## config.mk

```make
export PLATFORM = sky130hd
export DESIGN_NAME = priority_scan_seq
export DESIGN_NICKNAME = d
export VERILOG_FILES = /design/src/rtl/priority_scan_seq.sv
export SDC_FILE = /design/constraint.sdc
export NUM_CORES = 1
export LEC_CHECK = 0
export ABC_AREA = 1
export CAP_MARGIN = 30
export CORE_MARGIN = 2
export CORE_UTILIZATION = 50
export DETAILED_ROUTE_END_ITERATION = 8
export PLACE_DENSITY = 0.76
export SETUP_SLACK_MARGIN = 0.2
export SYNTH_ARGS = -nofsm -noshare
export SYNTH_HDL_FRONTEND = slang
export SYNTH_SLANG_ARGS = --single-unit
```

## constraint.sdc

```tcl
create_clock -name clk -period 2.6 [get_ports clk]
set_clock_uncertainty 0.1 [all_clocks]
set_input_delay 0.78 -clock clk [delete_from_list [all_inputs] [get_ports clk]]
set_output_delay 0.78 -clock clk [all_outputs]
set_load 0.005 [all_outputs]
```

## src/rtl/priority_scan_seq.sv

```systemverilog
`default_nettype none
// ============================================================================
// Module   : priority_scan_seq
// Function : Chunk-serial leading/trailing one finder with valid/ready handshakes.
// Revision : 1.0 - initial release
// ============================================================================
module priority_scan_seq #(
   parameter  int WIDTH  = 32,
   parameter  int CHUNK  = 8,
   localparam int NCHUNK = WIDTH / CHUNK,
   localparam int POS_W  = $clog2(WIDTH + 1),
   localparam int CNT_W  = $clog2(NCHUNK + 1)
) (
   input  logic             clk,
   input  logic             rst_n,
   input  logic             in_valid,
   output logic             in_ready,
   input  logic [WIDTH-1:0] in_data,
   input  logic             in_mode,
   output logic             out_valid,
   input  logic             out_ready,
   output logic [POS_W-1:0] out_pos,
   output logic             out_zero,
   output logic [CNT_W-1:0] out_cycles
);

   localparam int IDX_W = (NCHUNK > 1) ? $clog2(NCHUNK) : 1;
   localparam int CP_W  = $clog2(CHUNK + 1);
   localparam logic [IDX_W-1:0] LAST_IDX = IDX_W'(NCHUNK - 1);

   typedef enum logic [1:0] {
      IDLE = 2'd0,
      SCAN = 2'd1,
      DONE = 2'd2
   } state_t;

   state_t           state;
   state_t           state_nxt;
   logic [WIDTH-1:0] data_q;
   logic             mode_q;
   logic [IDX_W-1:0] idx;
   logic [CNT_W-1:0] cnt;
   logic [POS_W-1:0] pos_q;
   logic             zero_q;
   logic [CHUNK-1:0] chunk;
   logic [CP_W-1:0]  chunk_pos;
   logic             chunk_hit;
   logic             chunk_last;
   logic [POS_W-1:0] hit_pos;

   always_comb begin
      chunk = '0;
      for (int i = 0; i < NCHUNK; i++) begin
         if (idx == IDX_W'(i)) begin
            chunk = data_q[i*CHUNK +: CHUNK];
         end
      end
   end

   // Last assignment wins: ascending sweep keeps the highest bit, descending the lowest.
   always_comb begin
      chunk_pos = '0;
      if (!mode_q) begin
         for (int b = 0; b < CHUNK; b++) begin
            if (chunk[b]) chunk_pos = CP_W'(b + 1);
         end
      end else begin
         for (int b = CHUNK - 1; b >= 0; b--) begin
            if (chunk[b]) chunk_pos = CP_W'(b + 1);
         end
      end
   end

   assign chunk_hit  = |chunk;
   assign chunk_last = mode_q ? (idx == LAST_IDX) : (idx == '0);
   assign hit_pos    = POS_W'(idx) * POS_W'(CHUNK) + POS_W'(chunk_pos);

   always_ff @(posedge clk or negedge rst_n) begin
      if (!rst_n) begin
         state <= IDLE;
      end else begin
         state <= state_nxt;
      end
   end

   always_comb begin
      state_nxt = state;
      in_ready  = 1'b0;
      out_valid = 1'b0;
      case (state)
         IDLE: begin
            in_ready = 1'b1;
            if (in_valid) state_nxt = SCAN;
         end
         SCAN: begin
            if (chunk_hit || chunk_last) state_nxt = DONE;
         end
         DONE: begin
            out_valid = 1'b1;
            if (out_ready) state_nxt = IDLE;
         end
         default: state_nxt = IDLE;
      endcase
   end

   always_ff @(posedge clk or negedge rst_n) begin
      if (!rst_n) begin
         data_q <= '0;
         mode_q <= 1'b0;
         idx    <= '0;
         cnt    <= '0;
         pos_q  <= '0;
         zero_q <= 1'b0;
      end else begin
         case (state)
            IDLE: begin
               if (in_valid) begin
                  data_q <= in_data;
                  mode_q <= in_mode;
                  idx    <= in_mode ? '0 : LAST_IDX;
                  cnt    <= '0;
               end
            end
            SCAN: begin
               cnt <= cnt + CNT_W'(1);
               if (chunk_hit) begin
                  pos_q  <= hit_pos;
                  zero_q <= 1'b0;
               end else if (chunk_last) begin
                  pos_q  <= '0;
                  zero_q <= 1'b1;
               end else begin
                  idx <= mode_q ? idx + IDX_W'(1) : idx - IDX_W'(1);
               end
            end
            default: ;
         endcase
      end
   end

   assign out_pos    = pos_q;
   assign out_zero   = zero_q;
   assign out_cycles = cnt;

endmodule
`default_nettype wire

```

==> impl_metrics.ini <==
[outcome]
status = completed

[critical_path]
r2r_slack_ps = 80
required_ps = 2700
worstRegToRegCells = 18
path_depth = 18
r2r-start = idx[1]$_DFFE_PN0P_
arrival_ps = 2620
worst-path-max-fanout = 6
crit_path_top_delay_cell = dfrtp_1
end_kind = register
path_cells = buf_4, inv_4, ha_4, inv_1, nor2_4, nand2_1, nand2_1, nand2_1, nand2_1, o21ai_2, nand2_4, nor2_4, nand2_2, a21oi_2, ha_2, ha_4, nand2_2, nand2_1
crit_end = out_pos[4]$_DFFE_PN0P_
crit_type = reg -> reg
worst-path-buf-inv = 3
r2r-end = out_pos[4]$_DFFE_PN0P_
startpoint = idx[1]$_DFFE_PN0P_
cpLargestDelayFamily = simple AND/OR/NAND/NOR gates
slowest_delay_ps = 390
crit_path_start_kind = register
path_common_cell = nand2_1

[placement]
gp_congestion = 0.804
dp_hpwl_um = 3850
place_ws_ps = 11.5
io_buffers = 48

[yosys]
synth_cells = 311
synthTopCellsByArea = dfrtp_1 47%, nand2_1 22%, ha_1 3.5%, inv_1 3.0%, a21oi_2 2.4%
async_reset_ff_share_pct = 100
netlist_area_mm2 = 0.00251
yosys_warnings = 0
synthTopCellsByCount = 145 x nand2_1, 47 x dfrtp_1, 20 x inv_1
yosysMostFrequentCell = nand2_1
yosysSeqAreaShare_pct = 46.9
avgSynthCellArea_um2 = 8.07
syn_nets = 355
synth_top_area_share_pct = 46.9
synth_edf_count = 0
yosysTopAreaCell = dfrtp_1
synth_seq_cells = 47
synth_cell_types = 32
synth_flop_cell = dfrtp_1

[routing]
vias = 2264
wl_met2_um = 3090
vias_per_cell = 5.06
drtPass1Iterations = 5
wl_met1_um = 2780
wl_um = 6350
drc = 0
first_iter_violations = 253
met3_length_um = 341
detail-route-antenna-nets = 0
wire_per_inst_um = 14.2
dr.max_layer_used = met4

[global_route]
grt_pass1_vias = 1886
grt_start_max_net_pins = 48
antenna_found_initial = 0
grt_usage_pct = 20.8
overflow = 0
grt_pass1_wl_um = 8820

[cts]
cts_tree = done
cts_root_buf = clkbuf_8
h-tree-depth = 2
clk_latency_ps = 310
clock_path_buffers = 2
clk_pin_slew_ps = 90
cts_inserted_buffers = 5
ctsHoldBuffers = 0
clock-sinks = 47

[floorplanning]
fp.dieW_um = 74.9
start_util_pct = 52.4
row_count = 25
coreArea_mm2 = 0.00479
io_pins = 49
dieArea_mm2 = 0.00560
die_h_um = 74.9

[power]
clkPwrFrac_pct = 13.0
finalPower_mw = 4.86
p_leak_nw = 1.72
sequentialPowerShare_pct = 27.3
swShare_pct = 43.6
internal_power_mw = 2.74
switchingPower_mw = 2.12
p_comb_share_pct = 59.8
ir_drop_v = 0.000564
p_per_area_mw_per_mm2 = 1410

[timing]
slew_headroom_pct = 76.6
whs_ps = 337
grt_setup_unrepaired = true
finalHoldViolCount = 0
period_share_pct = 96.8
tightest_slew_ps = 350
finalMaxSlewViolations = 0
tns_ps = 0
min_period_ps = 2520
fin_ws_ps = 84.2
setup_viol = 0
fmax_mhz = 397

[cells_and_area]
regArea_mm2 = 0.00118
area.growth.synth_to_final_pct = 37.6
antenna_cells = 0
drive_gt1_share_pct = 20.3
nFillCells = 353
final_nets = 423
multi_input_area_mm2 = 0.00127

[job]
timing.max_cap.violations = 0

[hold_path]
hold_path_class = in -> async
-- what timing repair did --
action | 4_1_cts | 5_1_grt
gates resized for setup | 12 | 17
hold endpoints to repair | 0 | 0
buffers inserted | 7 | 12
pin swaps | 3 | 14
endpoints found under the setup margin | 3 | 3
-- through the flow --
| stage | cell area (µm²) | utilization [%] | std cells |
|---|---|---|---|
| CTS | 3290 | 68.8 | 435 |
| detailed placement | 3060 | 63.9 | 420 |
| global placement | 3060 | 63.9 | 420 |
| floorplan | 2510 | - | 311 |
| global route | 3450 | 72.2 | 447 |
| finish | 3450 | 72.2 | 447 |
-- cell usage in the layout (no fill, tap or decap), types with 3 or more instances in the layout --
master / n
nand3_1: 9
clkdlybuf4s50_1: 47
nand2_4: 3
a21oi_1: 8
nand2_2: 9
o21ai_1: 3
o21ai_0: 11
inv_1: 18
nor2_1: 11
nand2_1: 141
dfrtp_1: 46
a21oi_4: 3
clkbuf_8: 5
a21oi_2: 7
nor2_4: 3
inv_4: 3
ha_4: 5
buf_4: 20
-- registers in the layout (all words and copies together), names as in the netlist --
| register | flops |
|---|---|
| out_zero | 1 |
| mode_q | 1 |
| state | 2 |
| out_pos | 6 |
| idx | 2 |
| out_cycles | 3 |
| data_q | 32 |
-- power by group through the flow --
stage | logic (mW) | clock network (mW) | registers, mW
after detailed placement | 2.21 | 0 | 1.31
after floorplan | 1.70 | 0 | 1.23
final | 2.90 | 0.630 | 1.32
after global routing | 3.16 | 0.662 | 1.36
after global placement | 2.15 | 0 | 1.31
after CTS | 2.40 | 0.630 | 1.30
-- how the worst min path moves through the flow --
| stage | slack (ps) | startpoint | end |
|---|---|---|---|
| final | 340 | rst_n | data_q[0]$_DFFE_PN0P_ |
| after global routing | 350 | rst_n | data_q[0]$_DFFE_PN0P_ |
| after CTS | 360 | rst_n | data_q[29]$_DFFE_PN0P_ |
| after detailed placement | 350 | out_cycles[2]$_DFFE_PN0P_ | out_cycles[2]$_DFFE_PN0P_ |
| after global placement | 360 | out_cycles[2]$_DFFE_PN0P_ | out_cycles[2]$_DFFE_PN0P_ |
| after floorplan | 350 | data_q[19]$_DFFE_PN0P_ | data_q[19]$_DFFE_PN0P_ |
-- logic make-up (layout without fill, tap and decap cells) --
kind of cell	after synthesis	after routing	share of synthesized area, %
AND/OR/NAND/NOR	180	180	30.2
AO/OA/AOI/OAI	42	42	12.6
XOR/XNOR	1	1	0.349
buffers and inverters	34	103	6.53
flip-flops	47	47	46.9
adder cells (fa/ha/maj)	7	7	3.49
-- cell type report --
| cell class | count | area share (%) |
|---|---|---|
| clock buffers | 6 | 2.10 |
| flip-flops and latches | 47 | 34.1 |
| well taps | 67 | 2.43 |
| clock inverters | 2 | 1.74 |
| multi-input cells | 230 | 36.7 |
| repair buffers | 73 | 20.4 |
| inverters | 22 | 2.61 |
-- worst register-to-register path: stages (launching register included) --
cell and delay [ps]:
dfrtp_1 390, buf_4 130, inv_4 40, ha_4 160, inv_1 140, nor2_4 80
nand2_1 70, nand2_1 50, nand2_1 100, nand2_1 80, o21ai_2 110, nand2_4 90
nor2_4 130, nand2_2 80, a21oi_2 140, ha_2 210, ha_4 210, nand2_2 60
nand2_1 50
-- metal layers --
| metal | vias to the layer above | global-route usage [%] |
|---|---|---|
| met3 | 16 | 4.82 |
| li1 | 1108 | - |
| met1 | 1036 | 30.0 |
| met4 | 0 | 5.36 |
| met5 | - | 0 |
| met2 | 104 | 31.9 |
Note: power is estimated with default switching activity, not from simulation.
